[src/rtl/prbs_gen_injector_if.sv]
// PRBS generator control/data bundle: bit strobe, seed load, injection controls and outputs.
// Master drives the controls and observes the streams; slave is the generator itself.
interface prbs_gen_injector_if #(
    parameter int N_PRBS     = 9,
    parameter int NB_PERIOD  = 16,
    parameter int NB_INJ_CNT = 32
);
    logic                  i_enable;
    logic                  i_load_seed;
    logic [N_PRBS-1:0]     i_seed;
    logic [1:0]            i_inj_mode;
    logic                  i_inj_trigger;
    logic [NB_PERIOD-1:0]  i_inj_period;
    logic                  o_ref_bit;
    logic                  o_bit;
    logic                  o_inj_pulse;
    logic [NB_INJ_CNT-1:0] o_inj_count;

    modport master (
        output i_enable, i_load_seed, i_seed, i_inj_mode, i_inj_trigger, i_inj_period,
        input  o_ref_bit, o_bit, o_inj_pulse, o_inj_count
    );

    modport slave (
        input  i_enable, i_load_seed, i_seed, i_inj_mode, i_inj_trigger, i_inj_period,
        output o_ref_bit, o_bit, o_inj_pulse, o_inj_count
    );
endinterface

[src/rtl/prbs_gen_injector.sv]
// PRBS source: clean reference bit plus a copy with single-shot/periodic error injection.
// Latency: one clock from an enabled edge to o_ref_bit/o_bit/o_inj_pulse.
// No backpressure: one bit per i_enable cycle; outputs hold while i_enable is low.
module prbs_gen_injector #(
    parameter int                N_PRBS     = 9,
    parameter logic [N_PRBS-1:0] SEED       = 9'h1AA,
    parameter int                NB_PERIOD  = 16,
    parameter int                NB_INJ_CNT = 32
) (
    input logic                  i_clock,
    input logic                  i_reset,
    prbs_gen_injector_if.slave   bus
);
    localparam int TAP = (N_PRBS == 7)  ? 6  :
                         (N_PRBS == 9)  ? 5  :
                         (N_PRBS == 11) ? 9  :
                         (N_PRBS == 15) ? 14 : 1;

    localparam logic [1:0] MODE_SINGLE   = 2'd1;
    localparam logic [1:0] MODE_PERIODIC = 2'd2;

    generate
        if (!(N_PRBS == 7 || N_PRBS == 9 || N_PRBS == 11 || N_PRBS == 15)) begin : g_bad_len
            $error("prbs_gen_injector: N_PRBS must be 7, 9, 11 or 15");
        end
        if (SEED == '0) begin : g_bad_seed
            $error("prbs_gen_injector: SEED must be nonzero");
        end
    endgenerate

    typedef enum logic [1:0] {
        ST_IDLE,
        ST_ARMED,
        ST_PERIODIC
    } inj_state_t;

    inj_state_t            state_q, state_d;
    logic [N_PRBS-1:0]     lfsr_q;
    logic [1:0]            mode_q;
    logic [NB_PERIOD-1:0]  cnt_q, cnt_d;
    logic [NB_PERIOD-1:0]  period_eff, period_m1;
    logic [NB_INJ_CNT-1:0] inj_cnt_q;
    logic                  ref_q, bit_q, pulse_q;
    logic                  lock, adv, inj, mode_chg, prbs_b, fb;

    // An all-zero LFSR is a lock-up state; it is reloaded instead of shifted.
    assign lock       = (lfsr_q == '0);
    assign adv        = bus.i_enable & ~bus.i_load_seed & ~lock;
    assign mode_chg   = (bus.i_inj_mode != mode_q);
    assign prbs_b     = lfsr_q[N_PRBS-1];
    assign fb         = lfsr_q[N_PRBS-1] ^ lfsr_q[TAP-1];
    assign period_eff = (bus.i_inj_period < NB_PERIOD'(2)) ? NB_PERIOD'(2) : bus.i_inj_period;
    assign period_m1  = period_eff - NB_PERIOD'(1);

    always_ff @(posedge i_clock or negedge i_reset) begin
        if (!i_reset) begin
            state_q <= ST_IDLE;
            mode_q  <= 2'd0;
            cnt_q   <= '0;
        end else begin
            state_q <= state_d;
            mode_q  <= bus.i_inj_mode;
            cnt_q   <= cnt_d;
        end
    end

    always_comb begin
        state_d = state_q;
        cnt_d   = cnt_q;
        inj     = 1'b0;
        case (state_q)
            ST_IDLE: begin
                if (bus.i_inj_mode == MODE_PERIODIC) begin
                    state_d = ST_PERIODIC;
                end else if (bus.i_inj_mode == MODE_SINGLE && bus.i_inj_trigger) begin
                    state_d = ST_ARMED;
                end
            end
            ST_ARMED: begin
                if (bus.i_inj_mode != MODE_SINGLE) begin
                    state_d = ST_IDLE;
                end else if (adv) begin
                    inj     = 1'b1;
                    state_d = ST_IDLE;
                end
            end
            ST_PERIODIC: begin
                if (bus.i_inj_mode != MODE_PERIODIC) begin
                    state_d = ST_IDLE;
                    cnt_d   = '0;
                end else if (adv) begin
                    // >= so a period shrunk below the running count still fires next bit
                    if (cnt_q >= period_m1) begin
                        inj   = 1'b1;
                        cnt_d = '0;
                    end else begin
                        cnt_d = cnt_q + NB_PERIOD'(1);
                    end
                end
            end
            default: state_d = ST_IDLE;
        endcase
        if (mode_chg) begin
            cnt_d = '0;
        end
    end

    always_ff @(posedge i_clock or negedge i_reset) begin
        if (!i_reset) begin
            lfsr_q <= SEED;
        end else if (bus.i_load_seed) begin
            lfsr_q <= (bus.i_seed == '0) ? SEED : bus.i_seed;
        end else if (lock) begin
            lfsr_q <= SEED;
        end else if (bus.i_enable) begin
            lfsr_q <= {lfsr_q[N_PRBS-2:0], fb};
        end
    end

    always_ff @(posedge i_clock or negedge i_reset) begin
        if (!i_reset) begin
            ref_q     <= 1'b0;
            bit_q     <= 1'b0;
            pulse_q   <= 1'b0;
            inj_cnt_q <= '0;
        end else begin
            pulse_q <= 1'b0;
            if (adv) begin
                ref_q   <= prbs_b;
                bit_q   <= prbs_b ^ inj;
                pulse_q <= inj;
                if (inj && inj_cnt_q != '1) begin
                    inj_cnt_q <= inj_cnt_q + NB_INJ_CNT'(1);
                end
            end
        end
    end

    assign bus.o_ref_bit   = ref_q;
    assign bus.o_bit       = bit_q;
    assign bus.o_inj_pulse = pulse_q;
    assign bus.o_inj_count = inj_cnt_q;
endmodule

[src/flat_wrapper.sv]
// flat-port wrapper written by rule: the top's interface ports become plain ports
module prbs_gen_injector_flat 
#(
    parameter int                N_PRBS     = 9,
    parameter logic [N_PRBS-1:0] SEED       = 9'h1AA,
    parameter int                NB_PERIOD  = 16,
    parameter int                NB_INJ_CNT = 32
)
  (i_clock, i_reset, bus_i_enable, bus_i_load_seed, bus_i_seed, bus_i_inj_mode, bus_i_inj_trigger, bus_i_inj_period, bus_o_ref_bit, bus_o_bit, bus_o_inj_pulse, bus_o_inj_count);
  prbs_gen_injector_if #(.N_PRBS(N_PRBS), .NB_PERIOD(NB_PERIOD), .NB_INJ_CNT(NB_INJ_CNT)) bus_i ();
  input logic i_clock;
  input logic i_reset;
  input wire logic [$bits(bus_i.i_enable)-1:0] bus_i_enable;
  input wire logic [$bits(bus_i.i_load_seed)-1:0] bus_i_load_seed;
  input wire logic [$bits(bus_i.i_seed)-1:0] bus_i_seed;
  input wire logic [$bits(bus_i.i_inj_mode)-1:0] bus_i_inj_mode;
  input wire logic [$bits(bus_i.i_inj_trigger)-1:0] bus_i_inj_trigger;
  input wire logic [$bits(bus_i.i_inj_period)-1:0] bus_i_inj_period;
  output wire logic [$bits(bus_i.o_ref_bit)-1:0] bus_o_ref_bit;
  output wire logic [$bits(bus_i.o_bit)-1:0] bus_o_bit;
  output wire logic [$bits(bus_i.o_inj_pulse)-1:0] bus_o_inj_pulse;
  output wire logic [$bits(bus_i.o_inj_count)-1:0] bus_o_inj_count;
  assign bus_i.i_enable = bus_i_enable;
  assign bus_i.i_load_seed = bus_i_load_seed;
  assign bus_i.i_seed = bus_i_seed;
  assign bus_i.i_inj_mode = bus_i_inj_mode;
  assign bus_i.i_inj_trigger = bus_i_inj_trigger;
  assign bus_i.i_inj_period = bus_i_inj_period;
  assign bus_o_ref_bit = bus_i.o_ref_bit;
  assign bus_o_bit = bus_i.o_bit;
  assign bus_o_inj_pulse = bus_i.o_inj_pulse;
  assign bus_o_inj_count = bus_i.o_inj_count;
  prbs_gen_injector #(.N_PRBS(N_PRBS), .SEED(SEED), .NB_PERIOD(NB_PERIOD), .NB_INJ_CNT(NB_INJ_CNT)) u_core (.i_clock(i_clock), .i_reset(i_reset), .bus(bus_i));
endmodule
[config.mk]
export PLATFORM = sky130hd
export DESIGN_NAME = prbs_gen_injector_flat
export DESIGN_NICKNAME = d
export VERILOG_FILES = /design/src/rtl/prbs_gen_injector_if.sv /design/src/rtl/prbs_gen_injector.sv /design/src/flat_wrapper.sv
export SDC_FILE = /design/constraint.sdc
export NUM_CORES = 1
export LEC_CHECK = 0
export ABC_AREA = 1
export CAP_MARGIN = 20
export CORE_MARGIN = 10
export CORE_UTILIZATION = 58
export CTS_CLUSTER_DIAMETER = 50
export DETAILED_ROUTE_END_ITERATION = 8
export PLACE_DENSITY = 0.84
export SYNTH_ARGS = -nofsm -noshare
export SYNTH_HDL_FRONTEND = slang
export SYNTH_SLANG_ARGS = --single-unit
[constraint.sdc]
create_clock -name i_clock -period 2.7 [get_ports i_clock]
set_input_delay 0.27 -clock i_clock [delete_from_list [all_inputs] [get_ports i_clock]]
set_output_delay 0.27 -clock i_clock [all_outputs]
set_load 0.05 [all_outputs]
---- Word level (Yosys, flattened, before mapping) ----
Cells that the tools add are included.
word-level totals
  bits in registers ....................... 64
  output and inout port bits .............. 35
  word-level logic and storage cells ...... 64
cells by class
  add/subtract/negate cells ............... 3
  order comparisons ....................... 2
  eq/ne operators ......................... 11
  multiplexer cells ....................... 23
  bitwise logic cells ..................... 6
  reduce and logical (&&, ||, !) cells .... 11
operators with widths
  cell                                                  count
  2-to-1 mux 16 bit                                     6
  2-to-1 mux 9 bit                                      4
  adder 32 x 1 -> 32 bit (second input constant)        1
  != test 32 bit (second input constant)                1
  zero test 9 bit                                       2
  adder 16 x 1 -> 16 bit (second input constant)        1
  greater-or-equal comparator 16 bit                    1
  < comparator 16 x 2 -> 1 bit (second input constant)  1
  subtractor 16 x 1 -> 16 bit (second input constant)   1
  2-to-1 mux 2 bit                                      5
  2-to-1 mux 1 bit                                      6
  != test 3 x 1 -> 1 bit (second input constant)        2
  case mux 2 bit (3 select lines)                       1
  nonzero test 3 bit                                    2
  equality test 2 x 1 -> 1 bit (second input constant)  2
  equality test 2 bit (second input constant)           2
  != test 2 x 1 -> 1 bit (second input constant)        2
  AND reduction 2 bit                                   2
  AND reduction 3 bit                                   1
  AND 1 bit                                             2
  logical AND 1 bit                                     2
  zero test 2 bit                                       1
  != test 2 bit                                         1
  != test 2 bit (second input constant)                 1
  other kinds (4)                                       6

---- Longest topological paths before layout ----
  depth in word-level cells ............... 10
  mapped depth ............................ 26
  gate-level depth less buffers ........... 25

---- Worst setup path before layout ----
No wires, ideal clock.
  path kind ............................... input -> register
  from .................................... input port bus_i_inj_period[3]
  to ...................................... register u_core.inj_cnt_q[2] (netlist: u_core.bus.o_inj_count[2])
  setup time .............................. 120 ps
  arrival ................................. 2,781 ps
  required time ........................... 2,580 ps
  setup slack ............................. -201 ps
  stages on the path ...................... 22
  path buffers ............................ 1
  path through ............................ nor2_1 > nand2_1 > nor2_1 > nand2_1 > nand2_1 > ha_1 > nand2_1 > nor3_1 > nand4_1 > xor2_1 > inv_1 > ha_1 > nand2_1 > nor3_1 > nand2_1 > nand2_1 > nand2_1 > nand2_2 > nand3_2 > buf_6 > nand2_1 > nand2_1
on the way
  longest elaborated chain between the ends .. 10
RTL lines
  what                                    RTL line                  source
  start: declaration                      flat_wrapper.sv:18        input wire logic [$bits(bus_i.i_inj_period)-1:0] bus_i_inj_period;
  < comparator 16 x 2 -> 1 bit            prbs_gen_injector.sv:52   assign period_eff = (bus.i_inj_period < NB_PERIOD'(2)) ? NB_PERIOD'(2) : bus.i_inj_period;
  2-to-1 mux 16 bit (*)                   prbs_gen_injector.sv:52
  subtractor 16 x 1 -> 16 bit (*)         prbs_gen_injector.sv:53   assign period_m1 = period_eff - NB_PERIOD'(1);
  greater-or-equal comparator 16 bit (*)  prbs_gen_injector.sv:93   if (cnt_q >= period_m1) begin
  2-to-1 mux 1 bit (*)                    prbs_gen_injector.sv:93
  2-to-1 mux 1 bit (*)                    prbs_gen_injector.sv:91   end else if (adv) begin
  2-to-1 mux 1 bit (*)                    prbs_gen_injector.sv:88   if (bus.i_inj_mode != MODE_PERIODIC) begin
  case mux 1 bit (2 select lines) (*)     prbs_gen_injector.sv:71   case (state_q)
  logical AND 1 bit (*)                   prbs_gen_injector.sv:132  if (inj && inj_cnt_q != '1) begin
  AND reduction 2 bit (no line) (*)       n/a
  end signal: assignment                  prbs_gen_injector.sv:133  inj_cnt_q <= inj_cnt_q + NB_INJ_CNT'(1);
  end: declaration                        prbs_gen_injector.sv:42   logic [NB_INJ_CNT-1:0] inj_cnt_q;
Every way passes the cells marked *; elsewhere a longest branch is shown, timed or not.
A chain may end at the register's enable or synchronous reset.

---- Worst setup path in the final report ----
  from .................................... input port bus_i_inj_period[4]
  to ...................................... register u_core.inj_cnt_q[27] (netlist: u_core.bus.o_inj_count[27])
The elaborated chain is that of the path after synthesis.

==> results.toml <==
[status]
status = "finished, violations left"
failed_checks = "negative setup slack"

[floorplanning]
rows = 32
die_w_um = 110.6
design.core.area_sq_um = 7848
start_util_pct = 60.71
fp.dieArea_sq_um = 12240
die_height_um = 110.6
io_pins = 67

[placed_design]
place_inst = 876
place_area_sq_um = 5794
gp_congestion = 0.9526
numPortBuffers = 66
post-dp-hpwl_um = 10610

[yosys]
synth-compound-area-share_pct = 5.699
synth_top_family_by_area = "simple AND/OR/NAND/NOR gates"
synth_mux_area_share_pct = 0
synthTopCellsByArea = "dfrtp_1 31%, nand2_1 17%, nor2_1 7.2%"
ys_seq_area_share_pct = 33.74
synth_edf_count = 0
synth_xor_area_share_pct = 7.169
async_flop_share_pct = 100.0
synth_area_leader_cell = "dfrtp_1"
post_synth.cell_area_avg_sq_um = 6.925
synth_top_area_share_pct = 30.99
synthAdderAreaFrac_pct = 5.777
synth_cells = 688
yosys_warnings = 0
synth-seq-cells = 64
synthSimpleGateAreaFrac_pct = 39.18
synthFlopType = "dfrtp_1"
syn_nets = 742
synth_cell_types = 39
netlist_area_sq_um = 4765

[power_and_ir_drop]
leakage_nw = 3.014
peakVddDrop_uv = 263.0
p_per_area_nw_per_um2 = 443.5

[clock_tree]
cts_buffer_depth = 2
cts_tree = "yes"
root_buffer = "clkbuf_8"
htreeDepth = 3
path_clk_slew_ns = 0.07
clock_latency_ns = 0.35
numCtsBuffers = 9
cts_sinks = 64

[grt]
antenna_found_initial = 0
grt_pass1_wl_um = 24530
grt_max_degree = 33
grt-ovfl-total = 0
grt_use_total_pct = 23.36
grt_pass1_vias = 5136

[sta]
drv_slew = 0
finClkSkew_ns = 0.01155
fin_crit_ns = 2.849
holdWs_ns = 0.4657
setup_slack_ns = -0.1495
rsz0062_at_grt = "yes"
relSlewSlack_pct = 52.03
fmax_ghz = 0.3509
setup_viol = 47
finalHoldViolations = 0
max_slew.worst_pin.slew_ns = 0.7141
min_period_over_period_pct = 105.5

[routing]
wl_per_cell_um = 17.01
ant_nets = 0
drt_first_iter_violations = 478
first_pass_iters = 5
drt_drc_violations_left = 0
num_vias = 5231
wl_um = 15510
viasPerCell = 5.736

[setup_path]
cp_max_fo = 17
path_class = "in2reg"
ff2ff_path_depth = 9
cp-start-kind = "input port"
endpoint_kind = "register"
critPathArrivalTime_ns = 3.07
required_ns = 2.92

[final_layout]
post_route_cells_drive_above_1_share_pct = 18.27
final_area_sq_um = 6365
stdcell_count = 912
finalNetCount = 859
n_antenna_cell = 0
fillers = 520
syn_to_final_growth_pct = 33.59
utilization_pct = 81.11

[run]
maxCapViolCount = 0

[min_path]
worstHoldPathType = "in2async"
cell usage after synthesis (2+ instances only):
library cell,instances
nand2_1,218
nor2_1,92
inv_1,75
dfrtp_1,59
nand4_1,45
nand3_1,29
xor2_1,28
ha_1,22
o21ai_0,22
nor3_1,17
xnor2_1,11
a21oi_1,9
buf_2,9
dfstp_2,5
nand3b_1,5
buf_6,4
o22ai_1,4
inv_2,3
o21ai_2,3
o221ai_1,3
clkbuf_1,2
nand2_2,2
nand3_2,2
nor2_2,2
nor3_2,2
nor3b_1,2
metrics by stage:
stage | TNS (ns) | total power, mW | worst slack [ns]
final | -3.104 | 2.823 | -0.1495
after global routing | -11.93 | 2.940 | -0.3384
after CTS | 0 | 2.776 | 0.001815
after detailed placement | -38.31 | 1.696 | -0.8152
after global placement | -33.95 | 1.667 | -0.7043
after floorplan | -1.531 | 1.444 | -0.05225
placed cells by master (no fill, tap or decap), types with 12 or more instances in the layout:
| cell type | n |
|---|---|
| xor2_1 | 28 |
| nand4_1 | 45 |
| dfrtp_1 | 59 |
| nor2_1 | 78 |
| buf_4 | 47 |
| clkdlybuf4s50_1 | 49 |
| nand2_2 | 12 |
| nand2_1 | 205 |
| o21ai_0 | 19 |
| buf_6 | 15 |
| nand3_1 | 29 |
| nor3_1 | 15 |
| inv_1 | 72 |
| ha_1 | 20 |
timing repair:
item	CTS	global route
setup endpoints to repair	50	50
pin swaps	28	30
setup buffers	13	5
resized for setup	89	38
gates cloned	1	0
hold buffers	1	0
hold endpoints to repair	21	0
registers in the layout, summed over array words and instances, names as in the netlist:
name                    cells
u_core.bus.o_bit            1
u_core.bus.o_inj_count     32
u_core.bus.o_inj_pulse      1
u_core.bus.o_ref_bit        1
u_core.cnt_q               16
u_core.lfsr_q               9
u_core.mode_q               2
u_core.state_q              2
worst paths after layout:
check	startpoint	slack, ns	end
min in group i_clock	bus_i_inj_mode[1]	0.48	u_core.mode_q[1]
max reg2reg	u_core.cnt_q[9]	0.45	u_core.cnt_q[9]
min	i_reset	0.47	u_core.lfsr_q[2]
max in group asynchronous	i_reset	1.46	u_core.lfsr_q[7]
min reg2reg	u_core.bus.o_ref_bit	0.49	u_core.bus.o_ref_bit
max	bus_i_inj_period[4]	-0.15	u_core.bus.o_inj_count[27]
worst max-delay path, stage by stage:
cell and delay (ns):
buf_8 0.10, nor2_4 0.12, nand2_2 0.09, buf_4 0.14
buf_4 0.12, buf_4 0.12, buf_4 0.12, buf_4 0.13
nor3_1 0.22, xor2_1 0.18, inv_1 0.06, ha_1 0.28
nand2_1 0.11, nor3_2 0.20, nand2_1 0.09, nand2_2 0.09
nand2_1 0.09, nand2_4 0.10, nand3_4 0.10, buf_12 0.17
nand2_1 0.09, nand2_1 0.08
per-layer routing:
metal	share of wire, %	track usage (%)	vias to the layer above
met4	2.0	6.218	0
met3	9.5	5.781	38
met2	49	38.81	288
li1	-	-	2464
met1	40	29.40	2441
met5	0	0	-
final cells by class:
class	instances	area (sq um)	area share [%]
tap	102	127.6	2.005
multi-input combinational	529	2949	46.33
timing repair buffer	122	1131	17.77
clock inverter	3	90.09	1.415
inverter	78	292.8	4.600
sequential	64	1608	25.26
clock buffer	13	158.9	2.497
timing repair inverter	1	7.507	0.1179
logic make-up (layout without fill, tap and decap cells):
logic type      count (synthesis)  count (layout)
compound gates                 46              46
xor+xnor                       39              39
fa+ha+maj                      22              22
buf+inv                        95             217
flops                          64              64
simple gates                  422             422
power by group:
group / switching, mW / total, mW / internal [mW]
Clock: 0.388 / 1.05 / 0.666
Sequential: 0.0496 / 1.07 / 1.02
Combinational: 0.435 / 0.702 / 0.266
Power figures use the tool's default switching activity.
